## config.mk

```make
export PLATFORM = sky130hd
export DESIGN_NAME = cacheline_adapter
export DESIGN_NICKNAME = d
export VERILOG_FILES = /design/src/rtl/cacheline_adapter.sv
export SDC_FILE = /design/constraint.sdc
export NUM_CORES = 1
export LEC_CHECK = 0
export CAP_MARGIN = 10
export CORE_AREA = 2 2 275 277
export DETAILED_ROUTE_END_ITERATION = 16
export DIE_AREA = 0 0 277 279
export GPL_TIMING_DRIVEN = 1
export PLACE_DENSITY = 0.63
export SETUP_SLACK_MARGIN = 0.1
export SLEW_MARGIN = 10
export SYNTH_ARGS = -nofsm -noshare
export SYNTH_HDL_FRONTEND = slang
export SYNTH_SLANG_ARGS = --single-unit
```

## constraint.sdc

```tcl
create_clock -name clk -period 2.28 [get_ports clk]
set_clock_uncertainty 0.05 [all_clocks]
set_input_delay 0.228 -clock clk [delete_from_list [all_inputs] [get_ports clk]]
set_output_delay 0.228 -clock clk [all_outputs]
set_load 0.03 [all_outputs]
```

## src/rtl/cacheline_adapter.sv

```systemverilog
// Cache-line <-> memory burst adapter: splits a line write into beats and assembles read beats into a line.
// Optional CACHELINE_ADAPTER_PERF_EN adds read/write completion counters (rd_count, wr_count).
module cacheline_adapter #(
  parameter int s_offset    = 5,
  parameter int burst_width = 64
) (
  input  logic                         clk,
  input  logic                         rst,
  input  logic [8*(2**s_offset)-1:0]   line_i,
  input  logic [31:0]                  address_i,
  input  logic                         read_i,
  input  logic                         write_i,
  output logic [8*(2**s_offset)-1:0]   line_o,
  output logic                         resp_o,
  input  logic [burst_width-1:0]       burst_i,
  input  logic                         resp_i,
  output logic [burst_width-1:0]       burst_o,
  output logic [31:0]                  address_o,
  output logic                         read_o,
  output logic                         write_o
`ifdef CACHELINE_ADAPTER_PERF_EN
  ,
  output logic [31:0]                  rd_count,
  output logic [31:0]                  wr_count
`endif
);

  localparam int line_width = 8 * (2**s_offset);
  localparam int beats      = line_width / burst_width;
  localparam int cnt_w      = (beats > 1) ? $clog2(beats) : 1;
  localparam logic [cnt_w-1:0] last_beat = cnt_w'(beats - 1);

  typedef enum logic [1:0] {
    IDLE  = 2'd0,
    READ  = 2'd1,
    WRITE = 2'd2,
    DONE  = 2'd3
  } state_t;

  state_t                 state, state_next;
  logic [cnt_w-1:0]       cnt;
  logic [31-s_offset:0]   addr_r;
  logic [line_width-1:0]  line_r;
  logic                   unused_addr_bits;

  // Byte-offset bits never reach memory; the address is line-aligned.
  assign unused_addr_bits = ^address_i[s_offset-1:0];

  always_comb begin
    state_next = state;
    case (state)
      IDLE: begin
        if (write_i)     state_next = WRITE;
        else if (read_i) state_next = READ;
        else             state_next = IDLE;
      end
      READ, WRITE: begin
        if (resp_i && (cnt == last_beat)) state_next = DONE;
        else                              state_next = state;
      end
      DONE:    state_next = IDLE;
      default: state_next = IDLE;
    endcase
  end

  always_ff @(posedge clk) begin
    if (!rst) begin
      state  <= IDLE;
      cnt    <= '0;
      addr_r <= '0;
      line_r <= '0;
      line_o <= '0;
    end else begin
      state <= state_next;
      case (state)
        IDLE: begin
          if (write_i) begin
            addr_r <= address_i[31:s_offset];
            line_r <= line_i;
            cnt    <= '0;
          end else if (read_i) begin
            addr_r <= address_i[31:s_offset];
            cnt    <= '0;
          end
        end
        READ: begin
          if (resp_i) begin
            line_o[cnt*burst_width +: burst_width] <= burst_i;
            cnt <= cnt + cnt_w'(1);
          end
        end
        WRITE: begin
          if (resp_i) cnt <= cnt + cnt_w'(1);
        end
        default: ;
      endcase
    end
  end

  // Strobes decode straight from the state register so they stay high through stalls.
  assign read_o    = (state == READ);
  assign write_o   = (state == WRITE);
  assign resp_o    = (state == DONE);
  assign burst_o   = line_r[cnt*burst_width +: burst_width];
  assign address_o = {addr_r, {s_offset{1'b0}}};

`ifdef CACHELINE_ADAPTER_PERF_EN
  logic was_read;

  // Remember which kind of burst is in flight so DONE can bump the right counter.
  always_ff @(posedge clk) begin
    if (!rst) begin
      was_read <= 1'b0;
      rd_count <= 32'd0;
      wr_count <= 32'd0;
    end else begin
      if (state == IDLE && (read_i || write_i)) was_read <= ~write_i;
      if (state == DONE) begin
        if (was_read) rd_count <= rd_count + 32'd1;
        else          wr_count <= wr_count + 32'd1;
      end
    end
  end
`endif

endmodule

```

After elaboration in Yosys (flattened, before gate mapping)
Index checks and enable logic that the tools add are counted.
Word-level totals
  register bits after elaboration: 543
  input bits: 357
  output and inout bits: 355
  word-level logic and storage cells: 37
Operators by class
  add/subtract/negate cells: 2
  eq/ne operators: 7
  shift operators: 3
  multiplexer cells: 11
  reduce and logical (&&, ||, !) cells: 9
Operators with widths (number)
  256-bit bitwise mux: 1
  64-bit by 34-bit variable shift with 256-bit output (first input constant): 1
  256-bit by 9-bit variable part select with 64-bit output: 1
  64-bit by 34-bit variable part select with 256-bit output: 1
  27-bit 2-to-1 mux: 2
  8-bit negator with 34-bit output: 1
  2-bit 2-to-1 mux: 5
  2-bit equality test (second input constant): 3
  2-bit one-hot mux with 3 select lines: 1
  2-bit AND reduction: 3
  2-bit by 1-bit inequality test with 1-bit output (second input constant): 2
  2-bit one-hot mux with 2 select lines: 1
  2-bit nonzero test: 2
  3-bit inequality test (second input constant): 1
  3-bit AND reduction: 1
  2-bit by 1-bit adder with 2-bit output (second input constant): 1
  2-bit by 1-bit equality test with 1-bit output (second input constant): 1
  2-bit zero test: 1
  2-bit OR reduction: 1
  1-bit logical AND: 1
  1-bit 2-to-1 mux: 1

Logic depth before layout (Yosys ltp)
  depth in word-level cells: 4
  gate-level depth with buffers: 9

Worst setup path before layout
No wires, ideal clock.
  path kind: register to register
  start: register cnt[1]
  end: register line_o[10]
  arrival: 2.181 ns
  data required time: 2.112 ns
  setup slack: -0.069 ns
  stages on the path, launching flop included: 10
  buffers on the path: 4
  clock period less this slack: 2.349 ns
  cells stage by stage: dfxtp_1 buf_2 buf_1 inv_1 ha_1 and4bb_2 buf_2 buf_4 a32oi_1 nor2b_1
Between the ends
  cells in the longest elaborated chain, start to end: 3
  elaborated cells between the ends (all ways): 4
  those cells by class: add/sub (1); shift (2); mux (1)
Ends and longest elaborated chain
  from (decl): line 41  | logic [cnt_w-1:0] cnt;
  from (signal assigned): line 89  | cnt <= cnt + cnt_w'(1);
  from (signal assigned): line 93  | if (resp_i) cnt <= cnt + cnt_w'(1);
  8-bit negator with 34-bit output (*): line 88  | line_o[cnt*burst_width +: burst_width] <= burst_i;
  64-bit by 34-bit variable part select with 256-bit output or 64-bit by 34-bit variable shift with 256-bit output (tied branches): line 88
  256-bit bitwise mux (*): line 88
  to (signal, indexed assignment): line 88
  to (decl): line 13  | output logic [8*(2**s_offset)-1:0] line_o,
Mark *: on every way between the ends. The rest lies on a longest branch, timed or not.
A chain may end at the register's enable or synchronous reset.

Worst setup path in the final report
  start: register cnt[0]
  end: output port burst_o[60]
Between the ends
  cells in the longest elaborated chain, start to end: 1
Ends and longest elaborated chain
  256-bit by 9-bit variable part select with 64-bit output: line 104  | assign burst_o = line_r[cnt*burst_width +: burst_width];
  to (decl): line 17  | output logic [burst_width-1:0] burst_o,
No other way between the ends.

==> results.txt <==
status -> complete, but fails checks
failing checks -> setup timing
I/O pins -> 712
EDFF count, synth -> 0
max frequency -> 0.403 GHz
total iterations of the first detailed-routing run -> 5
GPL Wtd Cong -> 0.870
area of the mapped netlist -> 21700 um^2
total track usage -> 21.1%
Synth Instances -> 2320
1st-iter DRT viols -> 1299
synth warn -> 0
synthesized area per cell -> 9.37 um^2
first-pass GRT wire length -> 125 mm
wire per inst -> 21.7 um
final wirelength -> 86.8 mm
area leader, netlist -> dfxtp_1
layout cells sized above 1 -> 11.6%
crit path max-delay cell type -> mux4_2
overall power -> 32.4 mW
Max Slew Vio Count -> 0
PnR worst setup slack -> -0.199 ns
vias post-DR -> 19555
Setup TNS -> -6.50 ns
Worst EP required -> 2.00 ns
CP bufs+invs -> 5
Lkg Pwr -> 11.4 nW
dominant cells by area after synthesis -> dfxtp_1, nand2_1, a21boi_0
pwr/cell area -> 999 nW/um^2
Via density -> 4.90
cell depth of the worst setup path -> 6
Die Area -> 77300 um^2
number of distinct library cells after synthesis -> 37
HP Class -> input port to register
FFs w/ async S/R, synth -> 0%
area delta synth->final -> 49.3%
CP Max Fanout -> 8
final setup vio count -> 63
final period utilization -> 109%
dominant synthesized flop cell -> dfxtp_1
Util after Layout -> 43.8%
I/O Buffers -> 701
Clock transition at path regs -> 0.06 ns
clock sinks -> 543
flop-to-flop setup slack -> 0.22 ns
die width -> 277 um
largest net degree at the start of global routing -> 100
fin nets -> 3326
Final ANT Viol Nets -> 0
sequential fraction of the synthesis area -> 50.0%
Yosys reg bits -> 543
clk buf depth -> 3
WS Path Type -> register to output pin
Initial Utilization -> 29.3%
H-tree depth -> 2
Row Count -> 100
non-filler cells, final -> 3993
post-synth top area share -> 50.0%
GRT overflow -> 0
final hold violation count -> 0
max_slew headroom -> 65.4%
leading post-synthesis cells by instance count -> nand2_1, dfxtp_1, a21boi_0, a32oi_1, nor2b_1
Tmin final -> 2.48 ns
Max Cap Viol -> 0
CP delay by family, top -> buffers and inverters
Worst Max-Slew Pin Slew -> 0.519 ns
slowest stage delay, CP -> 0.51 ns
# DRC -> 0
Die H -> 279 um
hold path depth -> 3
cell chain of the critical path -> buf_12 -> buf_12 -> clkbuf_16 -> buf_6 -> mux4_2 -> buf_6
startpoint types -> register
Core Region -> 74100 um^2
Placed Cells -> 3830
TritonCTS clock tree -> yes
Max VDD drop -> 1.14 mV
Critical Path AT -> 2.20 ns
count leader, synth -> nand2_1
Worst R2R Path Depth -> 7
unrepaired setup endpoints after global routing -> yes
Critical Path Sink Type -> output pin
worst skew pair latency -> 0.61 ns
detailed placement HPWL -> 59.8 mm
clock buffer count from CTS -> 58
vias in the first global route -> 18946
CTS Root Buffer Type -> clkbuf_16
initial antenna violation count -> 23
==> metrics by stage <==
step / instance area [um^2] / hold slack [ns] / setup slack [ns]
final: 32400 / 0.107 / -0.199
after global routing: 32400 / 0.0828 / -0.270
after CTS: 32100 / 0.0645 / -0.288
after detailed placement: 29900 / 0.395 / 0.112
after global placement: 29900 / 0.390 / 0.120
after floorplan: 21800 / 0.313 / 0.152
==> placed cells by master, fill, tap and decap left out, drive strengths merged, types with 2 or more instances in the layout <==
cell type | synthesis | layout
and3 | 2 | 2
a32oi | 167 | 167
clkbuf | 119 | 91
dlygate4sd2 | 0 | 3
clkinv | 0 | 9
clkdlybuf4s50 | 0 | 633
nor2b | 166 | 166
nand2 | 711 | 711
ha | 10 | 10
a21boi | 296 | 296
nand3 | 32 | 32
or4 | 1 | 2
inv | 6 | 8
o21ai | 15 | 15
bufinv | 0 | 7
and3b | 2 | 2
mux2i | 2 | 2
mux4 | 64 | 64
buf | 104 | 156
and2 | 2 | 2
diode | 0 | 17
nor2 | 3 | 3
dfxtp | 543 | 543
o22ai | 64 | 64
conb | 1 | 5
clkinvlp | 0 | 3
==> flip-flops by register name, summed over array words and instances, names as in the netlist <==
name,count
state,2
line_o,256
addr_r,27
line_r,256
cnt,2
==> report_power, final <==
group / internal, mW / switching [mW]
clock network: 6.03 / 4.17
logic: 4.72 / 6.26
registers: 10.6 / 0.623
total: 21.4 / 11.1
==> path summary, 6_finish.rpt <==
| kind | start | end |
|---|---|---|
| min | line_i[246] | line_r[246] |
| min reg2reg | line_r[221] | line_r[221] |
| max | cnt[0] | burst_o[60] |
| max reg2reg | cnt[0] | line_o[229] |
==> worst register-to-register path: cells and delay by family (launching register included) <==
kind	cells	cell delay (ns)
AO/OA/AOI/OAI	1	0.14
buffers and inverters	3	0.53
AND/OR/NAND/NOR	2	0.59
adder cells (fa/ha/maj)	1	0.25
flip-flops	1	0.43
==> metal layers <==
| metal | share of wire (%) | vias to the layer above | track usage (%) |
|---|---|---|---|
| li1 | - | 9339 | - |
| met1 | 41 | 9365 | 25.9 |
| met2 | 47 | 668 | 34.0 |
| met3 | 7.9 | 171 | 6.54 |
| met4 | 4.0 | 12 | 9.81 |
| met5 | 0.10 | - | 0 |
==> repair_timing <==
| item | 4_1_cts | 5_1_grt |
|---|---|---|
| pin swaps | 1 | 1 |
| gates resized for setup | 169 | 176 |
| gates cloned | 2 | 5 |
| hold buffers | 1 | 0 |
| endpoints found under the setup margin | 67 | 214 |
| endpoints found under the hold margin | 17 | 0 |
| setup buffers | 6 | 24 |
==> cells by family (layout without fill, tap and decap cells) <==
logic type / Yosys count / in the layout / share of synthesized area, %
AO/OA/AOI/OAI: 547 / 547 / 19.5
adder cells (fa/ha/maj): 10 / 10 / 0.576
flip-flops: 543 / 543 / 50.0
multiplexers: 66 / 66 / 6.72
other: 1 / 22 / 0.0173
buffers and inverters: 229 / 911 / 4.78
AND/OR/NAND/NOR: 924 / 925 / 18.4
==> cell type report <==
cell class,count,area [um^2]
Clock buffer,87,1720
Timing Repair Buffer,797,8310
Tap cell,969,1210
Inverter,6,22.5
Multi-Input combinational cell,1553,9920
Sequential cell,543,10900
Fill cell,7149,41600
Antenna cell,17,42.5
Clock inverter,21,345
(Power assumes the default switching activity.)
